==> config.mk <==
export PLATFORM = sky130hd
export DESIGN_NAME = uart_cmd_rcvr_flat
export DESIGN_NICKNAME = d
export VERILOG_FILES = /design/src/rtl/remote_comm_pkg.sv /design/src/rtl/uart_cmd_rcvr_if.sv /design/src/rtl/uart_cmd_rcvr_uart.sv /design/src/rtl/uart_cmd_rcvr.sv /design/src/flat_wrapper.sv
export SDC_FILE = /design/constraint.sdc
export NUM_CORES = 1
export LEC_CHECK = 0
export ABC_AREA = 1
export CORE_UTILIZATION = 50
export CTS_CLUSTER_SIZE = 40
export DETAILED_ROUTE_END_ITERATION = 8
export DONT_BUFFER_PORTS = 1
export PLACE_DENSITY = 0.63
export SLEW_MARGIN = 10
export SYNTH_ARGS = -nofsm -noshare
export SYNTH_HDL_FRONTEND = slang
export SYNTH_SLANG_ARGS = --single-unit
==> constraint.sdc <==
create_clock -name clk -period 2.3 [get_ports clk]
set_input_delay 0.23 -clock clk [delete_from_list [all_inputs] [get_ports clk]]
set_output_delay 0.23 -clock clk [all_outputs]
set_load 0.03 [all_outputs]
==> src/rtl/remote_comm_pkg.sv <==
// rtl/remote_comm_pkg.sv - shared types and constants for the remote command link
package remote_comm_pkg;
  typedef enum logic {WAIT_HIGH, WAIT_LOW} rx_state_t;
  localparam logic [7:0] ACK_BYTE = 8'hA5;
  localparam int DEFAULT_TIMEOUT_CLKS = 65536;
  localparam int DEFAULT_BAUD_CLKS = 2604;
endpackage

==> src/rtl/uart_cmd_rcvr_if.sv <==
// rtl/uart_cmd_rcvr_if.sv - command/response handshake between receiver and command processor
interface uart_cmd_rcvr_if;
  logic [15:0] cmd;
  logic        cmd_rdy;
  logic        clr_cmd_rdy;
  logic        cmd_drop;
  logic [7:0]  resp;
  logic        snd_resp;
  logic        resp_busy;
  logic        resp_sent;

  modport master (input cmd, cmd_rdy, cmd_drop, resp_busy, resp_sent,
                  output clr_cmd_rdy, resp, snd_resp);
  modport slave (output cmd, cmd_rdy, cmd_drop, resp_busy, resp_sent,
                 input clr_cmd_rdy, resp, snd_resp);
endinterface

==> src/rtl/uart_cmd_rcvr_uart.sv <==
// rtl/uart_cmd_rcvr_uart.sv - full-duplex 8N1 UART transceiver
module uart_cmd_rcvr_uart #(
  parameter int BAUD_CLKS = 2604
) (
  input  logic       clk,
  input  logic       rst_n,
  input  logic       RX,
  output logic       TX,
  output logic       rx_rdy,
  input  logic       clr_rx_rdy,
  output logic [7:0] rx_data,
  input  logic       trmt,
  input  logic [7:0] tx_data,
  output logic       tx_done
);
  localparam int BW = $clog2(BAUD_CLKS);

  logic          rx_s1, rx_s2, rx_busy;
  logic [BW-1:0] rx_cnt;
  logic [3:0]    rx_bits;
  logic [9:0]    rx_shift;

  // Samples start, 8 data and stop bits at mid-bit; first sample is half a bit after the falling edge.
  always_ff @(posedge clk or negedge rst_n) begin
    if (!rst_n) begin
      rx_s1    <= 1'b1;
      rx_s2    <= 1'b1;
      rx_busy  <= 1'b0;
      rx_cnt   <= '0;
      rx_bits  <= '0;
      rx_shift <= '0;
      rx_rdy   <= 1'b0;
    end else begin
      rx_s1 <= RX;
      rx_s2 <= rx_s1;
      if (clr_rx_rdy) rx_rdy <= 1'b0;
      if (!rx_busy) begin
        if (!rx_s2) begin
          rx_busy <= 1'b1;
          rx_cnt  <= BW'(BAUD_CLKS / 2);
          rx_bits <= '0;
        end
      end else if (rx_cnt == '0) begin
        rx_shift <= {rx_s2, rx_shift[9:1]};
        rx_cnt   <= BW'(BAUD_CLKS - 1);
        rx_bits  <= rx_bits + 4'd1;
        if (rx_bits == 4'd9) begin
          rx_busy <= 1'b0;
          rx_rdy  <= 1'b1;
        end
      end else begin
        rx_cnt <= rx_cnt - 1'b1;
      end
    end
  end

  assign rx_data = rx_shift[8:1];

  logic          tx_busy;
  logic [BW-1:0] tx_cnt;
  logic [3:0]    tx_bits;
  logic [9:0]    tx_shift;

  always_ff @(posedge clk or negedge rst_n) begin
    if (!rst_n) begin
      tx_busy  <= 1'b0;
      tx_cnt   <= '0;
      tx_bits  <= '0;
      tx_shift <= '1;
      tx_done  <= 1'b0;
    end else begin
      tx_done <= 1'b0;
      if (!tx_busy) begin
        if (trmt) begin
          tx_shift <= {1'b1, tx_data, 1'b0};
          tx_busy  <= 1'b1;
          tx_cnt   <= BW'(BAUD_CLKS - 1);
          tx_bits  <= '0;
        end
      end else if (tx_cnt == '0) begin
        tx_shift <= {1'b1, tx_shift[9:1]};
        tx_cnt   <= BW'(BAUD_CLKS - 1);
        tx_bits  <= tx_bits + 4'd1;
        if (tx_bits == 4'd9) begin
          tx_busy <= 1'b0;
          tx_done <= 1'b1;
        end
      end else begin
        tx_cnt <= tx_cnt - 1'b1;
      end
    end
  end

  assign TX = tx_shift[0];
endmodule

==> src/rtl/uart_cmd_rcvr.sv <==
// rtl/uart_cmd_rcvr.sv - assembles two received bytes into a 16-bit command and sends response bytes
module uart_cmd_rcvr
  import remote_comm_pkg::*;
#(
  parameter int TIMEOUT_CLKS = DEFAULT_TIMEOUT_CLKS,
  parameter int BAUD_CLKS    = DEFAULT_BAUD_CLKS
) (
  input  logic clk,
  input  logic rst_n,
  input  logic RX,
  output logic TX,
  uart_cmd_rcvr_if.slave bus
);
  localparam int TW = $clog2(TIMEOUT_CLKS);

  logic        rx_rdy, clr_rx_rdy, trmt, tx_done;
  logic [7:0]  rx_data, tx_data, high;
  rx_state_t   state;
  logic [TW-1:0] timer;
  logic [15:0] cmd_q;
  logic        cmd_rdy_q, cmd_drop_q, resp_busy_q, resp_sent_q;
  logic        rx_byte;

  uart_cmd_rcvr_uart #(.BAUD_CLKS(BAUD_CLKS)) u_uart (
    .clk(clk), .rst_n(rst_n), .RX(RX), .TX(TX),
    .rx_rdy(rx_rdy), .clr_rx_rdy(clr_rx_rdy), .rx_data(rx_data),
    .trmt(trmt), .tx_data(tx_data), .tx_done(tx_done)
  );

  // clr_rx_rdy is registered, so rx_rdy is still high the cycle after a capture; mask it then.
  assign rx_byte = rx_rdy && !clr_rx_rdy;

  always_ff @(posedge clk or negedge rst_n) begin
    if (!rst_n) begin
      state      <= WAIT_HIGH;
      timer      <= '0;
      high       <= '0;
      cmd_q      <= '0;
      cmd_rdy_q  <= 1'b0;
      cmd_drop_q <= 1'b0;
      clr_rx_rdy <= 1'b0;
    end else begin
      clr_rx_rdy <= 1'b0;
      cmd_drop_q <= 1'b0;
      if (bus.clr_cmd_rdy) cmd_rdy_q <= 1'b0;
      case (state)
        WAIT_HIGH: if (rx_byte) begin
          high       <= rx_data;
          clr_rx_rdy <= 1'b1;
          cmd_rdy_q  <= 1'b0;
          timer      <= '0;
          state      <= WAIT_LOW;
        end
        WAIT_LOW: begin
          timer <= timer + 1'b1;
          if (rx_byte) begin
            cmd_q      <= {high, rx_data};
            clr_rx_rdy <= 1'b1;
            cmd_rdy_q  <= 1'b1;
            state      <= WAIT_HIGH;
          end else if (timer == TW'(TIMEOUT_CLKS - 1)) begin
            cmd_drop_q <= 1'b1;
            state      <= WAIT_HIGH;
          end
        end
      endcase
    end
  end

  always_ff @(posedge clk or negedge rst_n) begin
    if (!rst_n) begin
      tx_data     <= '0;
      trmt        <= 1'b0;
      resp_busy_q <= 1'b0;
      resp_sent_q <= 1'b0;
    end else begin
      trmt        <= 1'b0;
      resp_sent_q <= 1'b0;
      if (tx_done) begin
        resp_busy_q <= 1'b0;
        resp_sent_q <= 1'b1;
      end else if (bus.snd_resp && !resp_busy_q) begin
        tx_data     <= bus.resp;
        trmt        <= 1'b1;
        resp_busy_q <= 1'b1;
      end
    end
  end

  assign bus.cmd       = cmd_q;
  assign bus.cmd_rdy   = cmd_rdy_q;
  assign bus.cmd_drop  = cmd_drop_q;
  assign bus.resp_busy = resp_busy_q;
  assign bus.resp_sent = resp_sent_q;
endmodule

==> src/flat_wrapper.sv <==
// flat-port wrapper written by rule: the top's interface ports become plain ports
module uart_cmd_rcvr_flat import remote_comm_pkg::*;
#(
  parameter int TIMEOUT_CLKS = DEFAULT_TIMEOUT_CLKS,
  parameter int BAUD_CLKS    = DEFAULT_BAUD_CLKS
)
  (clk, rst_n, RX, TX, bus_cmd, bus_cmd_rdy, bus_cmd_drop, bus_resp_busy, bus_resp_sent, bus_clr_cmd_rdy, bus_resp, bus_snd_resp);
  uart_cmd_rcvr_if bus_i ();
  input  logic clk;
  input  logic rst_n;
  input  logic RX;
  output logic TX;
  output wire logic [$bits(bus_i.cmd)-1:0] bus_cmd;
  output wire logic [$bits(bus_i.cmd_rdy)-1:0] bus_cmd_rdy;
  output wire logic [$bits(bus_i.cmd_drop)-1:0] bus_cmd_drop;
  output wire logic [$bits(bus_i.resp_busy)-1:0] bus_resp_busy;
  output wire logic [$bits(bus_i.resp_sent)-1:0] bus_resp_sent;
  input wire logic [$bits(bus_i.clr_cmd_rdy)-1:0] bus_clr_cmd_rdy;
  input wire logic [$bits(bus_i.resp)-1:0] bus_resp;
  input wire logic [$bits(bus_i.snd_resp)-1:0] bus_snd_resp;
  assign bus_cmd = bus_i.cmd;
  assign bus_cmd_rdy = bus_i.cmd_rdy;
  assign bus_cmd_drop = bus_i.cmd_drop;
  assign bus_resp_busy = bus_i.resp_busy;
  assign bus_resp_sent = bus_i.resp_sent;
  assign bus_i.clr_cmd_rdy = bus_clr_cmd_rdy;
  assign bus_i.resp = bus_resp;
  assign bus_i.snd_resp = bus_snd_resp;
  uart_cmd_rcvr #(.TIMEOUT_CLKS(TIMEOUT_CLKS), .BAUD_CLKS(BAUD_CLKS)) u_core (.clk(clk), .rst_n(rst_n), .RX(RX), .TX(TX), .bus(bus_i));
endmodule
== After elaboration in Yosys (flattened, before gate mapping) ==
Index checks and enable logic that the tools add are counted.
Word-level totals
  register bits after elaboration: 113
  output and inout port bits: 21
  bits of input ports: 13
Operators by class
  reductions and logical operators: 14
  multiplexer cells: 48
  add/sub/neg operators: 5
  equal/unequal tests: 7
  bitwise operators: 2
Operators with widths (number)
  12-bit 2-to-1 mux: 6
  16-bit case mux with 2 select lines: 1
  10-bit 2-to-1 mux: 3
  1-bit 2-to-1 mux: 29
  12-bit zero test: 2
  4-bit 2-to-1 mux: 6
  12-bit by 1-bit subtractor with 12-bit output (second input constant): 2
  16-bit by 1-bit adder with 16-bit output (second input constant): 1
  16-bit == test (second input constant): 1
  16-bit 2-to-1 mux: 1
  2-bit AND reduction: 6
  4-bit by 1-bit adder with 4-bit output (second input constant): 2
  4-bit == test (second input constant): 2
  2-bit by 1-bit != test with 1-bit output (second input constant): 4
  1-bit case mux with 2 select lines: 2
  2-bit nonzero test: 2
  1-bit logical AND: 2
  1-bit zero test: 2
  1-bit inverter: 2

== Logic depth before layout (Yosys ltp) ==
  word-level depth: 4
  gate-level depth with buffers: 10

== Hierarchy ==
Synthesis repeated with hierarchy kept, for this count alone.
Second synthesis, totals
  cells, all modules: 659
  area total of the unflattened synthesis: 5392.7 µm²
Modules (own cells, without submodules)
  uart_cmd_rcvr_uart: seq. area each 1415.1 µm², times used 1, cells an instance 382, area each 3040.4 µm²
  uart_cmd_rcvr: seq. area each 1376.3 µm², times used 1, cells an instance 277, area each 2352.3 µm²

== Worst setup path after synthesis ==
Ideal clock, no wire load.
  kind: flip-flop to flip-flop
  from: reg u_core.u_uart.tx_cnt[0]
  to: reg u_core.u_uart.tx_bits[2]
  path buffers: 1
  period minus slack after synthesis: 1.430 ns
  library setup time: 0.117 ns
  stages on the path, launching flop included: 11
  setup slack: 0.870 ns
  arrival time: 1.313 ns
  cells stage by stage: dfrtp_1 inv_1 ha_1 nand2_1 nor2_1 nand2_4 nand2_8 nand2_4 buf_6 nand2_1 nand2_1
Between the ends
  cells in the longest elaborated chain, start to end: 3
RTL lines
  start: declaration: line uart_cmd_rcvr_uart.sv:60  | logic [BW-1:0] tx_cnt;
  start signal: assignment: line uart_cmd_rcvr_uart.sv:77  | tx_cnt <= BW'(BAUD_CLKS - 1);
  start signal: assignment: line uart_cmd_rcvr_uart.sv:82  | tx_cnt <= BW'(BAUD_CLKS - 1);
  start signal: assignment: line uart_cmd_rcvr_uart.sv:89  | tx_cnt <= tx_cnt - 1'b1;
  12-bit zero test: line uart_cmd_rcvr_uart.sv:80  | end else if (tx_cnt == '0) begin
  2-bit by 1-bit != test with 1-bit output (no line)
  2-bit AND reduction (no line)
  end signal: assignment: line uart_cmd_rcvr_uart.sv:83  | tx_bits <= tx_bits + 4'd1;
  end: declaration: line uart_cmd_rcvr_uart.sv:61  | logic [3:0] tx_bits;
Every way passes these cells.
A chain may end at the register's enable or synchronous reset.

== Worst setup path after layout ==
  from: reg u_core.resp_busy_q (netlist: u_core.bus.resp_busy)
  to: reg u_core.tx_data[1]
Between the ends
  cells in the longest elaborated chain, start to end: 3
RTL lines
  start: declaration: line uart_cmd_rcvr.sv:21  | logic cmd_rdy_q, cmd_drop_q, resp_busy_q, resp_sent_q;
  start signal: assignment: line uart_cmd_rcvr.sv:74  | resp_busy_q <= 1'b0;
  start signal: assignment: line uart_cmd_rcvr.sv:80  | resp_busy_q <= 1'b0;
  start signal: assignment: line uart_cmd_rcvr.sv:85  | resp_busy_q <= 1'b1;
  1-bit zero test: line uart_cmd_rcvr.sv:82  | end else if (bus.snd_resp && !resp_busy_q) begin
  1-bit logical AND: line uart_cmd_rcvr.sv:82
  2-bit AND reduction (no line)
  end signal: assignment: line uart_cmd_rcvr.sv:83  | tx_data <= bus.resp;
  end: declaration: line uart_cmd_rcvr.sv:17  | logic [7:0] rx_data, tx_data, high;
Every way passes these cells.

==> metrics.txt <==
crit path capture u_core.tx_data[1]$_DFFE_PN0P_; DP Worst Slack 0.6491 ns; Post-synth ARST share 1.000; Worst Skew 0.01622 ns; crit-path cells nor3_2 -> inv_1 -> nand2_1 -> nand2_1; Synth area leaders dfrtp_1, nand2_1, dfstp_2; Post-CTS Hold Buffers 11; Crit path top cell by count nand2_1; R2R Path End u_core.tx_data[1]$_DFFE_PN0P_; PortBufs 0; final setup fails 0; Ys Warns 0; Worst path depth 4; Syn Nets 672; post-CTS setup buffer count 0; Max stage delay cell, worst path nor3_2; Setup Total Neg Slack 0 ns; diode count 0; CTS tree built; drt drc 0; RSZ-0062 raised after global routing no; ys flop type dfrtp_1; Die Height 105.2 um; cell family with most CP delay simple AND/OR/NAND/NOR gates; Worst path max stage delay between 0.5 and 0.6 ns; Yosys top cell by area dfrtp_1; share of cells above drive strength 1 0.08709; Tot GR Track Use 0.2050; status finished, violations left; CTS clk-pin slew, worst paths 0.12 ns; post-DR vias/cell 5.081; pin count of the biggest net entering global routing roughly 110; slew margin rel. 0.6063; Layout Nets 683; required time worst endpoint 2.59 ns; initial antenna violation count 0; Die X around 110 um; Detailed Place HPWL 6907 um; Initial Utilization 0.5157; top cells by count, synth nand2_1, dfrtp_1, inv_1, nor2_1, nand3_1; core area just over 0.01 sq mm; DR iter-0 viols 221; Worst R2R Start u_core.bus.resp_busy$_DFFE_PN0P_; FF-to-FF path depth 4; HP Class in -> async; full die area between 0.01 and 0.015 sq mm; Worst Path Max Fanout 10; Mean Syn Cell Area 8.191 sq um; Detailed Route WL 10,210 um; FF-to-FF setup slack 0.65 ns; synth-to-layout area growth 8.179%; Slew @ Worst Pin 0.5874 ns; drt pass-1 iters 5; maximum VDD drop 0.3466 mV; Routed Antenna Nets 0; via count 4,075; setup ws final 0.6463 ns; Mapped Cells 650; Boundary Pins 34; Netlist Area Pre-Place about 0.0053 sq mm; Max-Cap Viols 0; Period minus WS final 1.654 ns; Crit path buffers/inverters 1; failing checks hold timing; f_max just over 600 MHz; Final Hold Viols between 100 and 150; CP startpoint kind flop; first-pass GRT wire length 18,420 um; max-slew violations 0; Setup crit end kind flop; CTS root buffer clkbuf_8; Post-synth EDFFs 0; worst hold slack -0.4744 ns; count leader, synth nand2_1; flops & latches, synth approximately 110; routability cong. 0.8882; H-Tree Depth 3; clock tree buffer depth 2; Seq/Total Area, Yosys 0.5243; Post-CTS Resized 0; cts bufs inserted 9; gr ovfl total 0; worst path arrival time 1.94 ns; Final period util 0.7190; distinct cell type count after synthesis 38; CTS sink cnt 111; Critical path origin u_core.bus.resp_busy$_DFFE_PN0P_; Clk Latency, worst-skew pair 0.38 ns; WL/cell 12.73 um; worst setup path class reg -> reg; PwrDens about 660 mW/mm^2; num rows 37; leakage power total 2.819 nW; area share of the largest cell type after synthesis 0.4700; number of global-route vias before repair about 4,100
## through the flow
step / instance area [sq um] / utilization / cells / power, W
after floorplan: 5324 / - / 650 / 0.002550
after detailed placement: 5443 / 0.5272 / 775 / 0.002636
after global placement: 5443 / 0.5272 / 775 / 0.002619
final: 5759 / 0.5579 / 802 / 0.003790
after CTS: 5759 / 0.5579 / 802 / 0.003839
after global routing: 5759 / 0.5579 / 802 / 0.003982
## metal layers
| metal | vias up | share of wire | global-route usage |
|---|---|---|---|
| met5 | - | 0 | 0 |
| met4 | 0 | 0.016 | 0.07042 |
| met3 | 18 | 0.029 | 0.03868 |
| met2 | 57 | 0.49 | 0.3383 |
| met1 | 1915 | 0.47 | 0.2708 |
| li1 | 2085 | - | - |
## how the worst min path moves through the flow
| stage | cells past startpoint | startpoint | slack [ns] | end |
|---|---|---|---|---|
| 3_3_place_gp | 0 | rst_n | -0.06 | u_core.u_uart.tx_bits[2]$_DFFE_PN0P_ |
| 3_5_place_dp | 0 | rst_n | -0.06 | u_core.u_uart.tx_bits[1]$_DFFE_PN0P_ |
| 6_report | 0 | rst_n | -0.47 | u_core.tx_data[0]$_DFFE_PN0P_ |
| 5_1_grt | 0 | rst_n | -0.50 | u_core.u_uart.tx_cnt[7]$_DFFE_PN0P_ |
| 4_1_cts | 0 | rst_n | -0.50 | u_core.u_uart.rx_cnt[4]$_DFFE_PN0P_ |
| 2_1_floorplan | 0 | rst_n | -0.07 | u_core.bus.cmd[0]$_DFFE_PN0P_ |
## report_power, final
part           internal [W]  switching [W]
clock network      0.000458       0.000721
logic              0.000160       0.000232
registers           0.00210       0.000113
## cells by family (layout without fill, tap and decap cells)
logic type / count (synthesis) / in the layout / synth area share
simple gates: 360 / 360 / 0.2917
fa+ha+maj: 9 / 9 / 0.02115
mux: 8 / 8 / 0.01692
buf+inv: 90 / 106 / 0.06815
xor+xnor: 8 / 8 / 0.01316
flops: 111 / 111 / 0.5243
compound gates: 64 / 64 / 0.06463
## registers in the layout (all words and copies together), names as in the netlist, 4 cells and up
register and cells:
u_core.u_uart.rx_bits 4, u_core.high 8, u_core.bus.cmd 16, u_core.tx_data 8, u_core.u_uart.tx_shift 9, u_core.u_uart.rx_cnt 12
u_core.timer 16, u_core.u_uart.rx_shift 9, u_core.u_uart.tx_cnt 12, u_core.u_uart.tx_bits 4
## final cells by class
type | instances | area, sq um
fillers | 956 | 4564
flip-flops and latches | 111 | 2791
multi-input cells | 449 | 2170
inverters | 75 | 281.5
well taps | 136 | 170.2
repair buffers | 15 | 140.1
clock buffers | 10 | 137.6
clock inverters | 6 | 68.82
## cells in the final DEF, fill, tap and decap left out, types with 3 or more instances in the layout
cell type      Yosys  layout
a22oi_1            3       3
nand2_1          218     218
nor3_1             3       3
clkbuf_8           0      10
a21oi_1            7       7
ha_1               9       9
dlygate4sd3_1      0      11
buf_4              2       4
nand3_1           52      52
nand4_1           11      11
nor2_1            56      56
nor2_4             4       4
mux2_2             8       8
xnor2_1            3       3
dfstp_2           11      11
dfrtp_1          100     100
inv_1             73      73
o21ai_0           38      38
nor2_2             4       4
xor2_1             5       5
o21ai_1            9       9
## worst reg2reg max path, stage by stage, from the launching register on
cell and delay [ns]:
dfrtp_1 0.53, nor3_2 0.57, inv_1 0.29, nand2_1 0.13, nand2_1 0.06
Note: power is estimated with default switching activity, not from simulation.
